### src/rtl/rtype_seq_ctrl_pkg.sv
// Shared definitions for the R-format sequencer: state encoding, opcode and
// sentinel constants, instruction field positions and small helpers.
package rtype_pkg;

  typedef enum logic [2:0] {
    ST_IDLE   = 3'd0,
    ST_FETCH  = 3'd1,
    ST_DECODE = 3'd2,
    ST_EXEC   = 3'd3,
    ST_WB     = 3'd4,
    ST_HALT   = 3'd5,
    ST_ERR    = 3'd6
  } state_e;

  localparam logic [5:0]  OPC_RTYPE = 6'd0;
  localparam logic [31:0] HALT_WORD = 32'hFFFF_FFFF;

  localparam int OPC_MSB   = 31;
  localparam int OPC_LSB   = 26;
  localparam int RS_MSB    = 25;
  localparam int RS_LSB    = 21;
  localparam int RT_MSB    = 20;
  localparam int RT_LSB    = 16;
  localparam int RD_MSB    = 15;
  localparam int RD_LSB    = 11;
  localparam int SHAMT_MSB = 10;
  localparam int SHAMT_LSB = 6;
  localparam int FUNCT_MSB = 5;
  localparam int FUNCT_LSB = 0;

  function automatic logic [31:0] pc_add4(input logic [31:0] pc);
    return pc + 32'd4;
  endfunction

  // The sentinel carries opcode 6'h3F, so it never decodes as R-type.
  function automatic logic is_rtype(input logic [31:0] word);
    return word[OPC_MSB:OPC_LSB] == OPC_RTYPE;
  endfunction

endpackage

### src/rtl/rtype_seq_ctrl.sv
// Multi-cycle FETCH/DECODE/EXEC/WB sequencer owning PC, IR and the retired
// counter; every output is a register updated on the rising clock edge.
module rtype_seq_ctrl
  import rtype_pkg::*;
#(
  parameter logic [31:0] PC_LIMIT = 32'h0000_0100,
  parameter int          CNT_W    = 16
) (
  input  logic             clk,
  input  logic             reset,
  input  logic             start,
  input  logic [31:0]      start_pc,
  input  logic             imem_valid,
  input  logic [31:0]      imem_data,
  output logic [31:0]      pc,
  output logic [31:0]      ir,
  output logic             opnd_en,
  output logic             alu_en,
  output logic             reg_write,
  output logic             busy,
  output logic             done,
  output logic             err,
  output logic [CNT_W-1:0] instr_cnt
);

  state_e             state_q;
  logic [31:0]        pc_q;
  logic [31:0]        ir_q;
  logic [CNT_W-1:0]   cnt_q;
  logic               opnd_en_q;
  logic               alu_en_q;
  logic               reg_write_q;
  logic               busy_q;
  logic               done_q;
  logic               err_q;
  logic [31:0]        pc_plus4;

  assign pc_plus4 = pc_add4(pc_q);

  // Strobes are registered one state early so they are high exactly during
  // the state that owns them. The limit test uses >= so a start_pc at or
  // past PC_LIMIT still retires one instruction and then halts.
  always_ff @(posedge clk) begin
    if (reset) begin
      state_q     <= ST_IDLE;
      pc_q        <= 32'd0;
      ir_q        <= 32'd0;
      cnt_q       <= '0;
      opnd_en_q   <= 1'b0;
      alu_en_q    <= 1'b0;
      reg_write_q <= 1'b0;
      busy_q      <= 1'b0;
      done_q      <= 1'b0;
      err_q       <= 1'b0;
    end else begin
      opnd_en_q   <= 1'b0;
      alu_en_q    <= 1'b0;
      reg_write_q <= 1'b0;
      done_q      <= 1'b0;
      case (state_q)
        ST_IDLE: begin
          if (start) begin
            pc_q    <= start_pc;
            cnt_q   <= '0;
            busy_q  <= 1'b1;
            state_q <= ST_FETCH;
          end
        end
        ST_FETCH: begin
          if (imem_valid) begin
            ir_q      <= imem_data;
            opnd_en_q <= is_rtype(imem_data);
            state_q   <= ST_DECODE;
          end
        end
        ST_DECODE: begin
          if (ir_q == HALT_WORD) begin
            done_q  <= 1'b1;
            state_q <= ST_HALT;
          end else if (!is_rtype(ir_q)) begin
            err_q   <= 1'b1;
            state_q <= ST_ERR;
          end else begin
            alu_en_q <= 1'b1;
            state_q  <= ST_EXEC;
          end
        end
        ST_EXEC: begin
          reg_write_q <= (ir_q[RD_MSB:RD_LSB] != 5'd0);
          state_q     <= ST_WB;
        end
        ST_WB: begin
          pc_q <= pc_plus4;
          if (cnt_q != {CNT_W{1'b1}}) begin
            cnt_q <= cnt_q + CNT_W'(1);
          end
          if (pc_plus4 >= PC_LIMIT) begin
            done_q  <= 1'b1;
            state_q <= ST_HALT;
          end else begin
            state_q <= ST_FETCH;
          end
        end
        ST_HALT: begin
          busy_q  <= 1'b0;
          state_q <= ST_IDLE;
        end
        ST_ERR: begin
          state_q <= ST_ERR;
        end
        default: begin
          busy_q  <= 1'b0;
          state_q <= ST_IDLE;
        end
      endcase
    end
  end

  assign pc        = pc_q;
  assign ir        = ir_q;
  assign opnd_en   = opnd_en_q;
  assign alu_en    = alu_en_q;
  assign reg_write = reg_write_q;
  assign busy      = busy_q;
  assign done      = done_q;
  assign err       = err_q;
  assign instr_cnt = cnt_q;

endmodule

### config.mk
export PLATFORM = sky130hd
export DESIGN_NAME = rtype_seq_ctrl
export DESIGN_NICKNAME = d
export VERILOG_FILES = /design/src/rtl/rtype_seq_ctrl_pkg.sv /design/src/rtl/rtype_seq_ctrl.sv
export SDC_FILE = /design/constraint.sdc
export NUM_CORES = 1
export LEC_CHECK = 0
export ABC_AREA = 1
export CORE_ASPECT_RATIO = 2
export CORE_UTILIZATION = 30
export CTS_CLUSTER_DIAMETER = 120
export CTS_CLUSTER_SIZE = 30
export DETAILED_ROUTE_END_ITERATION = 10
export SYNTH_ARGS = -nofsm -noshare
export SYNTH_HDL_FRONTEND = slang
export SYNTH_SLANG_ARGS = --single-unit
### constraint.sdc
create_clock -name clk -period 1.9 [get_ports clk]
set_input_delay 0.57 -clock clk [delete_from_list [all_inputs] [get_ports clk]]
set_output_delay 0.57 -clock clk [all_outputs]
set_load 0.01 [all_outputs]
==> run_results.csv <==
group,metric,value,unit
outcome,status,"complete, but fails checks",
outcome,violations,"setup timing",
global_route,grt_pass1_wl,27.21,mm
critical_path,crit_arrival,2160,ps
power,p_seq_share,36.2,%
yosys,yosysSeqAreaShare,38.14,%
finish,syn2layout_area_growth,68.85,%
finish,antenna_cells,0,
global_route,antenna_found_initial,0,
critical_path,r2r-start,"pc[3]",
critical_path,worst_setup_path_start_kind,"register",
sta,fin_skew,10.47,ps
floorplanning,die_y,178.5,um
floorplanning,coreArea,15290,um^2
power,pwr-share-clk,27.2,%
sta,finalHoldViolCount,0,
global_route,grt_pass1_vias,5559,
cts,cts_made_buffers,9,
hold_path,hold_path_class,"register to register",
yosys,synth_warnings,0,
power,p_leak,3.414,nW
floorplanning,start_util,30.55,%
detailed_routing,drt_iter0_markers,251,
sta,period_needed,1921,ps
detailed_routing,ant_nets,0,
global_route,gr-total-overflow,0,
sta,finalSetupViolCount,2,
floorplanning,die_area,16110,um^2
sta,max_freq,0.5206,GHz
yosys,synth_cell_types,38,
critical_path,crit_start,"pc[3]",
critical_path,r2r_cells,12,
run,maxCapViolCount,0,
cts,cts_max_level,3,
global_route,grt_max_degree,38,
detailed_routing,vias,5669,
placed_design,port_buffers,153,
power,combPwrFrac,36.7,%
yosys,synthesis.area,4672,um^2
cts,cts_tree,"done",
finish,finish.utilization,51.58,%
power,switching_share,35.77,%
cts,cts_root_buf,"clkbuf_16",
detailed_routing,routedWlPerCell,14.66,um
global_route,grt_usage,21.68,%
sta,rsz0062_at_grt,"true",
floorplanning,num_rows,64,
yosys,ys_top_cells_by_area,"dfxtp_1 38%, nand2_1 15%, nor2_1 11%",
finish,final_area,7889,um^2
yosys,synth_area_per_cell,6.462,um^2
sta,slew_headroom,69.91,%
power,powerDensity,834.2,nW/um^2
detailed_routing,vias_per_cell,4.772,
detailed_routing,first_pass_iters,5,
critical_path,critPathSlowestCell,"dfxtp_2",
sta,finalCritPeriodShare,101.1,%
detailed_routing,wl,17.42,mm
sta,fin_tns_setup,-38.75,ps
yosys,syn-instance-count,723,
power,p_int,4.227,mW
sta,slew_violations,0,
critical_path,critPathMostFrequentCell,"nand3_1",
sta,worst_slack,-21.05,ps
critical_path,cp_slowest_stage_delay,360,ps
critical_path,path_class,"register to register",
critical_path,cp_data_required_time,2140,ps
finish,drive_gt1_share,24.34,%
power,ir_drop,0.5710,mV
floorplanning,dieWidth,90.24,um
critical_path,worstSetupEndpointType,"register",
critical_path,cp-endpoint,"state_q[2]",
finish,instances_no_fill,1188,
placed_design,gp_congestion,0.8889,
critical_path,crit_chain,"ha_4 > nand2_4 > nor2_4 > nand3_4 > buf_4 > xnor2_1 > nor2_1 > nand3_1 > nor2_2 > nand3_1 > nand2_2 > a21oi_2",
detailed_routing,drc,0,
yosys,syn-num-nets,793,
finish,nNetsFinal,1055,
yosys,yosysTopAreaCell,"dfxtp_1",
yosys,synth-seq-cells,89,
cts,insertion_delay,350,ps
yosys,synth.top_cell.area_share,38.14,%
cts,cts_sinks,89,
placed_design,dp_hpwl,13.36,mm
placed_design,place_area,7216,um^2
cts,cts.clk_slew.worst_paths,70,ps
critical_path,crit_fanout,4,
floorplanning,io_pins,154,
cts,cts_buffer_depth,2,
placed_design,placedCellCount,1161,
critical_path,rr_endpoint,"state_q[2]",
critical_path,r2r_setup_slack,-20,ps
power,power_switching,2.354,mW
sta,worst_pin_slew,447.3,ps
state kept, by name, indices dropped and copies added (netlist names):
name,cells
pc,32
reg_write,1
done,1
busy,1
state_q,3
opnd_en,1
ir,32
alu_en,1
instr_cnt,16
err,1
kinds of logic (layout without fill, tap and decap cells):
logic type,Yosys count,count (layout),share of synthesized area (%)
and+or+nand+nor,415,415,38.14
adders and majority gates,2,2,0.5355
buffers and inverters,90,357,7.445
xor gates and xnor gates,9,9,1.687
DFF,89,89,38.14
AOI/OAI and AO/OA,118,118,14.06
synth_stat cells, drive strengths merged:
cell      n
and2      1
nand3    45
nand2   187
dfxtp    89
o21ai    56
a31oi    18
a21oi    31
inv      68
a221oi    3
nor3     11
buf       6
xor2      6
a211oi    2
ha        2
nor2    152
o211ai    4
nand3b    1
xnor2     3
o221ai    1
or2       1
o21a      3
clkbuf   15
nor3b     1
nor4      6
and3      1
nand4     9
clkinv    1
through the flow:
stage	setup WS, ps	hold WS, ps	total power [mW]
detailed placement	-318.6	460.5	4.763
CTS	4.272	478.6	6.545
global placement	-252.4	455.5	4.754
finish	-21.05	473.6	6.581
floorplan	111.9	474.3	3.403
global route	-191.7	498.5	6.973
cells in the final DEF (no fill, tap or decap), types with 3 or more instances in the layout:
master           synthesis  final
clkdlybuf4s50_1          0    113
dlymetal6s2s_1           0     10
buf_4                    0    111
nor2_1                 143    114
buf_6                    0      5
nand3_2                  2      3
nor3_1                  10     10
nor4_1                   6      6
o21ai_1                  2      3
dfxtp_2                  0     24
inv_2                    5      5
nand2_2                  3     16
o211ai_1                 4      4
buf_12                   0      3
dfxtp_4                  0      5
nand2_1                183    168
xnor2_1                  3      3
o21a_1                   3      3
nand3_4                  0      3
clkinv_4                 1      3
inv_1                   63     61
nor2_4                   3     13
a21oi_1                 31     29
clkbuf_16                0      9
xor2_1                   6      6
o21ai_0                 54     53
dlygate4sd2_1            0     30
nand3_1                 43     39
nand2_4                  1      3
nor2_2                   4     23
nand4_1                  9      9
a31oi_1                 18     18
dfxtp_1                 89     60
layout make-up:
| cell class | instances | area, um^2 |
|---|---|---|
| Inverter | 69 | 269.0 |
| Timing Repair Buffer | 272 | 2469 |
| Clock inverter | 7 | 72.57 |
| Multi-Input combinational cell | 544 | 2775 |
| Tap cell | 198 | 247.7 |
| Fill cell | 1523 | 7406 |
| Sequential cell | 89 | 1831 |
| Clock buffer | 9 | 225.2 |
power groups by stage:
stage	combinational (mW)	sequential (mW)	clock (mW)
2_1_floorplan	0.911	2.49	0
3_3_place_gp	2.36	2.39	0
3_5_place_dp	2.37	2.39	0
4_1_cts	2.35	2.36	1.83
5_1_grt	2.65	2.42	1.91
6_report	2.41	2.38	1.79
worst max-delay path, delay by kind of cell (launching register included):
kind                     cells  cell delay (ps)
AO/OA/AOI/OAI                1               60
buffers and inverters        1              160
flip-flops                   1              360
XOR/XNOR                     1              130
adder cells (fa/ha/maj)      1              170
AND/OR/NAND/NOR              8              940
worst min path at each step:
| stage | startpoint | to | slack (ps) | depth (start not counted) |
|---|---|---|---|---|
| finish | err | err | 470 | 1 |
| global route | err | err | 500 | 1 |
| CTS | busy | busy | 480 | 2 |
| detailed placement | err | err | 460 | 1 |
| global placement | busy | busy | 460 | 2 |
| floorplan | state_q[1] | reg_write | 470 | 2 |
what timing repair did:
item | CTS | global route
resized for setup | 84 | 67
buffers inserted | 4 | 7
hold buffers | 0 | 0
pin swaps | 12 | 19
setup endpoints to repair | 40 | 24
metal layers:
layer | wire (um) | global-route usage, % | part of all wire, %
met1 | 6047 | 20.89 | 35
met2 | 9679 | 42.88 | 56
met3 | 965 | 4.518 | 5.5
met4 | 727 | 10.48 | 4.2
met5 | 0 | 0 | 0
Power figures use the tool's default switching activity.
